===== src/rtl/ir_alu_halt_unit.sv =====
// ir_alu_halt_unit: instruction register with halt/hazard/branch control,
// instruction field split, and a combinational add/subtract ALU.
module ir_alu_halt_unit #(
    parameter int          DATA_W   = 16,
    parameter logic [15:0] NOP_WORD = 16'h0000
) (
    input  logic              clk,
    input  logic              rst,        // asynchronous, active-low
    input  logic [15:0]       mem_data,
    input  logic              halt,
    input  logic              hazard,
    input  logic              branch,
    output logic              ir_le,
    output logic [3:0]        opcode,
    output logic [3:0]        dest_reg,
    output logic [3:0]        src_reg1,
    output logic [3:0]        src_reg2,
    input  logic [DATA_W-1:0] in_A,
    input  logic [DATA_W-1:0] in_B,
    input  logic              add_sub,
    output logic [DATA_W-1:0] adder_out
);

    logic [15:0] ir_q;
    logic [15:0] ir_d;
    logic [3:0]  field [4];

    // Halt gate: a halted instruction stops further fetch into the IR.
    always_comb begin
        ir_le = ~halt;
    end

    // Next IR value: flush beats stall, stall beats halt, otherwise load.
    always_comb begin
        ir_d = ir_q;
        if (branch) begin
            ir_d = NOP_WORD;
        end else if (hazard) begin
            ir_d = ir_q;
        end else if (!ir_le) begin
            ir_d = ir_q;
        end else begin
            ir_d = mem_data;
        end
    end

    // IR state register; reset loads the NOP word without waiting for clk.
    always_ff @(posedge clk or negedge rst) begin
        if (!rst) begin
            ir_q <= NOP_WORD;
        end else begin
            ir_q <= ir_d;
        end
    end

    // Split the IR into four nibble fields, most significant first. Fields
    // are forced to zero while reset is asserted so they read 0 even if
    // NOP_WORD is overridden with a non-zero value.
    generate
        for (genvar gi = 0; gi < 4; gi++) begin : g_field
            assign field[gi] = rst ? ir_q[15 - 4*gi -: 4] : 4'h0;
        end
    endgenerate

    assign opcode   = field[0];
    assign dest_reg = field[1];
    assign src_reg1 = field[2];
    assign src_reg2 = field[3];

    // ALU: add or subtract with silent two's-complement wrap.
    always_comb begin
        if (add_sub) begin
            adder_out = in_A - in_B;
        end else begin
            adder_out = in_A + in_B;
        end
    end

endmodule


===== config.mk =====
export PLATFORM = sky130hd
export DESIGN_NAME = ir_alu_halt_unit
export DESIGN_NICKNAME = d
export VERILOG_FILES = /design/src/rtl/ir_alu_halt_unit.sv
export SDC_FILE = /design/constraint.sdc
export NUM_CORES = 1
export LEC_CHECK = 0
export BUFFER_PORTS_ARGS = -buffer_cell sky130_fd_sc_hd__buf_2
export CORE_ASPECT_RATIO = 0.8
export CORE_UTILIZATION = 45
export DETAILED_ROUTE_END_ITERATION = 10
export GPL_TIMING_DRIVEN = 0
export PLACE_DENSITY_LB_ADDON = 0.25
export REMOVE_ABC_BUFFERS = 1
export SETUP_SLACK_MARGIN = 0.2
export SLEW_MARGIN = 15
export SYNTH_ARGS = -nofsm -noshare
export SYNTH_HDL_FRONTEND = slang
export SYNTH_SLANG_ARGS = --single-unit

===== constraint.sdc =====
create_clock -name clk -period 9.7 [get_ports clk]
set_input_delay 1.94 -clock clk [delete_from_list [all_inputs] [get_ports clk]]
set_output_delay 1.94 -clock clk [all_outputs]
set_load 0.02 [all_outputs]

==> results <==
- Once the clock tree was built, the resizer swapped 0 gates to a different size.
- The first-pass GRT wire length is roughly 6700 microns.
- The number of top-level pins is 87.
- The total CTS buffers is 3.
- Global routing consumed, over all layers together, around a fifth of the routing resources.
- The floorplan die width is 71.3 microns.
- No sink is reached through more buffers than the 2 on the longest clock path.
- The final critical-path required period is between 6 and 7 ns.
- For this block, the routed nets add up to between 4000 and 5000 microns of wire.
- After synthesis, the most frequently instantiated cells are nand2_1, a21oi_1, xnor2_1.
- The summed area of non-filler cells in the final layout is 2220 sq um.
- After clock tree synthesis, the clock-pin slew on the worst setup and hold paths is 0.06 ns.
- The cts-stage hold buffer count is 0.
- The maximum clock frequency is between 0.1 and 0.15 GHz.
- The portion of synthesized cell area occupied by the leading cell type is between 20% and 30%.
- The static leakage is roughly 1.1 nW.
- The total inserted antenna cells is 0.
- The core area is approximately 3500 sq um.
- The post-place instance area is 2180 sq um.
- The post-synthesis sequential element count is 16.
- The overall die area is about 4100 sq um.
- The height of the die is about 57 microns.
- The share of the clock period used by the worst path after layout is a little over two thirds.
- The maximum fanout count along the critical path is 5.
- Setup violations remaining at the end of the flow were counted as 0.
- TritonCTS built the clock tree.
- The share of total power dissipated in the clock network is about 17%.
- STA classifies the critical path endpoint as an output port.
- The number of H-tree levels is 1.
- In the synthesized netlist the dominant register cell turns out to be dfrtp_1.
- The final routed wire length divided by cell count is approximately 12 microns.
- The standard-cell row count is 19.
- The worst clock skew on the final layout is 0 ns.
- After detailed routing, the number of vias per cell comes to roughly 5.1.
- The total number of vias is roughly 1800.
- Counting every sink on the clock net gives 16.
- The power density relative to cell area is 125 nW/um^2.
- The switching power summed over all nets is between 100 and 150 uW.
- The highest ir drop seen on vdd is between 0.08 and 0.09 mV.
- The cell chosen for the clock root is clkbuf_8.
- Internal power comes to approximately 160 uW.
- The final reports fail on DRC.
- The number of flip-flops under the largest register name is 16.
- The count of distinct cell types in the synthesized netlist is 39.
- Counting flops with a built-in enable in the synthesized netlist gives 0.
- The relative contribution of sequential cells to total power is 25.5%.
- The Yosys step of the flow raised 0 warnings.
- The final total negative setup slack is 0 ns.
- The required time of the worst setup path is slightly below 8 ns.
- The net count of the finished layout is 380.
- For the worst-skew pair, the clock arrives at the later sink with an insertion delay of 0.24 ns.
- Data on the critical path arrives at its endpoint at ~4.8 ns.
- The average footprint of a synthesized cell is approximately 7.7 sq um.
- Setup repair after global routing left no endpoint under its margin.
- Compared with the post-synthesis result, the final layout area differs by 28.8%.
- The hold violation count in the final report came to 0.
- The total standard cell area after synthesis is between 1500 and 2000 sq um.
- The number of max-cap violations is 0.
- The HPWL reported at the end of detailed placement is between 3000 and 4000 microns.
- The total setup buffers inserted after CTS is 0.
- The worst min-delay path category is reg2reg.
- The first-pass iteration count of the detailed router is 7.
- Counting flops per register, the top entry is ir_q.
- The fraction of final layout cells sized beyond drive strength 1 is between 30% and 40%.
- The logic gate share of total power is between 50% and 60%.
- Headroom to the max-slew limit came out at 34.3%.
- The number of antenna violations at the first check in global routing is 0.
- The worst-margin pin slew is between 0.9 and 1 ns.
- Synthesis produced a netlist whose cell count is 225.
- The final antenna-violating net count is 0.
- The dominant cell by count in the synthesized netlist is nand2_1.
- The switching power share of the total is a little over two fifths.
- In the routed design, unresolved DRC markers number 4.
- The effective utilization at floorplan is between 40% and 50%.
- The number of buffers inserted by port buffering is 86.
- After synthesis, flip-flops and latches occupy between 20% and 30% of the total area.
- The max-slew violation count is 0.
- The pin count of the biggest net entering global routing is 33.
- The number of global-route vias before repair is about 1600.
- The global-route congestion overflow total is 0.
- In the final layout, the registers with the most flip-flops are ir_q x16.
- By startpoint and endpoint, the worst setup path is classified as in2out.
- By area the synthesized netlist is led by dfrtp_1, xnor2_1, ha_1.
- The routability-driven placement congestion ratio is between 0.8 and 0.9.
- The flow ran to the end, but the final reports show violations.
- After the first detailed-routing iteration, the DRC count stood at 47.
- The launching element type of the critical path is an input pin.
- The proportion of synthesized flip-flops having asynchronous set or reset is 100%.
- The most area-hungry cell type in the Yosys netlist is dfrtp_1.
[metrics by stage]
step / hold slack, ns / cells / worst slack (ns) / utilization (%) / power, mW
global route: 0.539 / 349 / 2.77 / 62.8 / 0.300
floorplan: 0.490 / 218 / 3.37 / - / 0.181
global placement: 0.504 / 346 / 3.00 / 61.6 / 0.229
detailed placement: 0.511 / 346 / 2.97 / 61.6 / 0.231
CTS: 0.519 / 349 / 2.97 / 62.8 / 0.280
finish: 0.514 / 349 / 2.94 / 62.8 / 0.278
[critical path, cell delays in order]
cell      delay, ns
buf_2          0.11
inv_1          0.05
ha_1           0.15
nand2b_1       0.07
or4_1          0.45
nor3_1         0.28
nor2_1         0.09
xnor2_1        0.13
ha_1           0.36
nand2_1        0.07
o22a_2         0.27
or3_1          0.32
a31oi_1        0.20
xnor2_1        0.13
buf_2          0.18
[cell families (layout without fill, tap and decap cells)]
kind of cell,after synthesis,in the layout,synth area share (%)
AOI/OAI and AO/OA,56,56,20.2
buffers and inverters,17,99,3.70
xor gates and xnor gates,29,29,14.7
muxes,1,1,0.580
adders and majority gates,17,17,12.8
DFF,16,16,23.2
and+or+nand+nor,89,89,24.9
[cells in the final DEF, fill, tap and decap left out, drive strengths merged, types with 2 or more instances in the layout]
cell type / count
o211ai: 2
and2: 16
xor2: 6
o21ai: 6
nor2b: 2
a21o: 3
dfrtp: 16
xnor2: 23
nor2: 15
nand2: 38
inv: 10
a21oi: 33
nor3: 3
ha: 16
buf: 86
clkbuf: 3
a31oi: 4
nand2b: 5
[final cells by class]
type | count | area (sq um)
clock buffer | 3 | 41.3
fill | 357 | 1320
inverter | 10 | 37.5
multi-input combinational | 192 | 1260
sequential | 16 | 400
tap | 42 | 52.6
timing repair buffer | 86 | 430
[power by group through the flow]
stage               registers [mW]  logic [mW]  clock network (mW)
floorplan                   0.0718       0.110                   0
global placement            0.0719       0.157                   0
detailed placement          0.0721       0.159                   0
CTS                         0.0709       0.160              0.0495
global route                0.0712       0.175              0.0536
finish                      0.0709       0.159              0.0485
[routing by layer]
| layer | routed length [microns] | part of all wire (%) | up-vias | global-route usage [%] |
|---|---|---|---|---|
| met2 | 1910 | 46 | 47 | 35.8 |
| met4 | 7 | 0.17 | 0 | 4.29 |
| met1 | 1990 | 48 | 805 | 26.8 |
| li1 | - | - | 936 | - |
| met3 | 202 | 4.9 | 2 | 4.95 |
| met5 | 0 | 0 | - | 0 |
[final timing paths]
check	start	to	slack (ns)	cells after the start
min in group asynchronous	rst	ir_q[1]$_DFFE_PN0P_	1.67	1
worst min register to register	ir_q[3]$_DFFE_PN0P_	ir_q[3]$_DFFE_PN0P_	0.51	2
worst max register to register	ir_q[0]$_DFFE_PN0P_	ir_q[0]$_DFFE_PN0P_	9.04	2
worst max-delay path	in_B[0]	adder_out[12]	2.94	15
worst min-delay path	ir_q[3]$_DFFE_PN0P_	ir_q[3]$_DFFE_PN0P_	0.51	2
max in group asynchronous	rst	ir_q[11]$_DFFE_PN0P_	7.68	1
(Power assumes the default switching activity.)
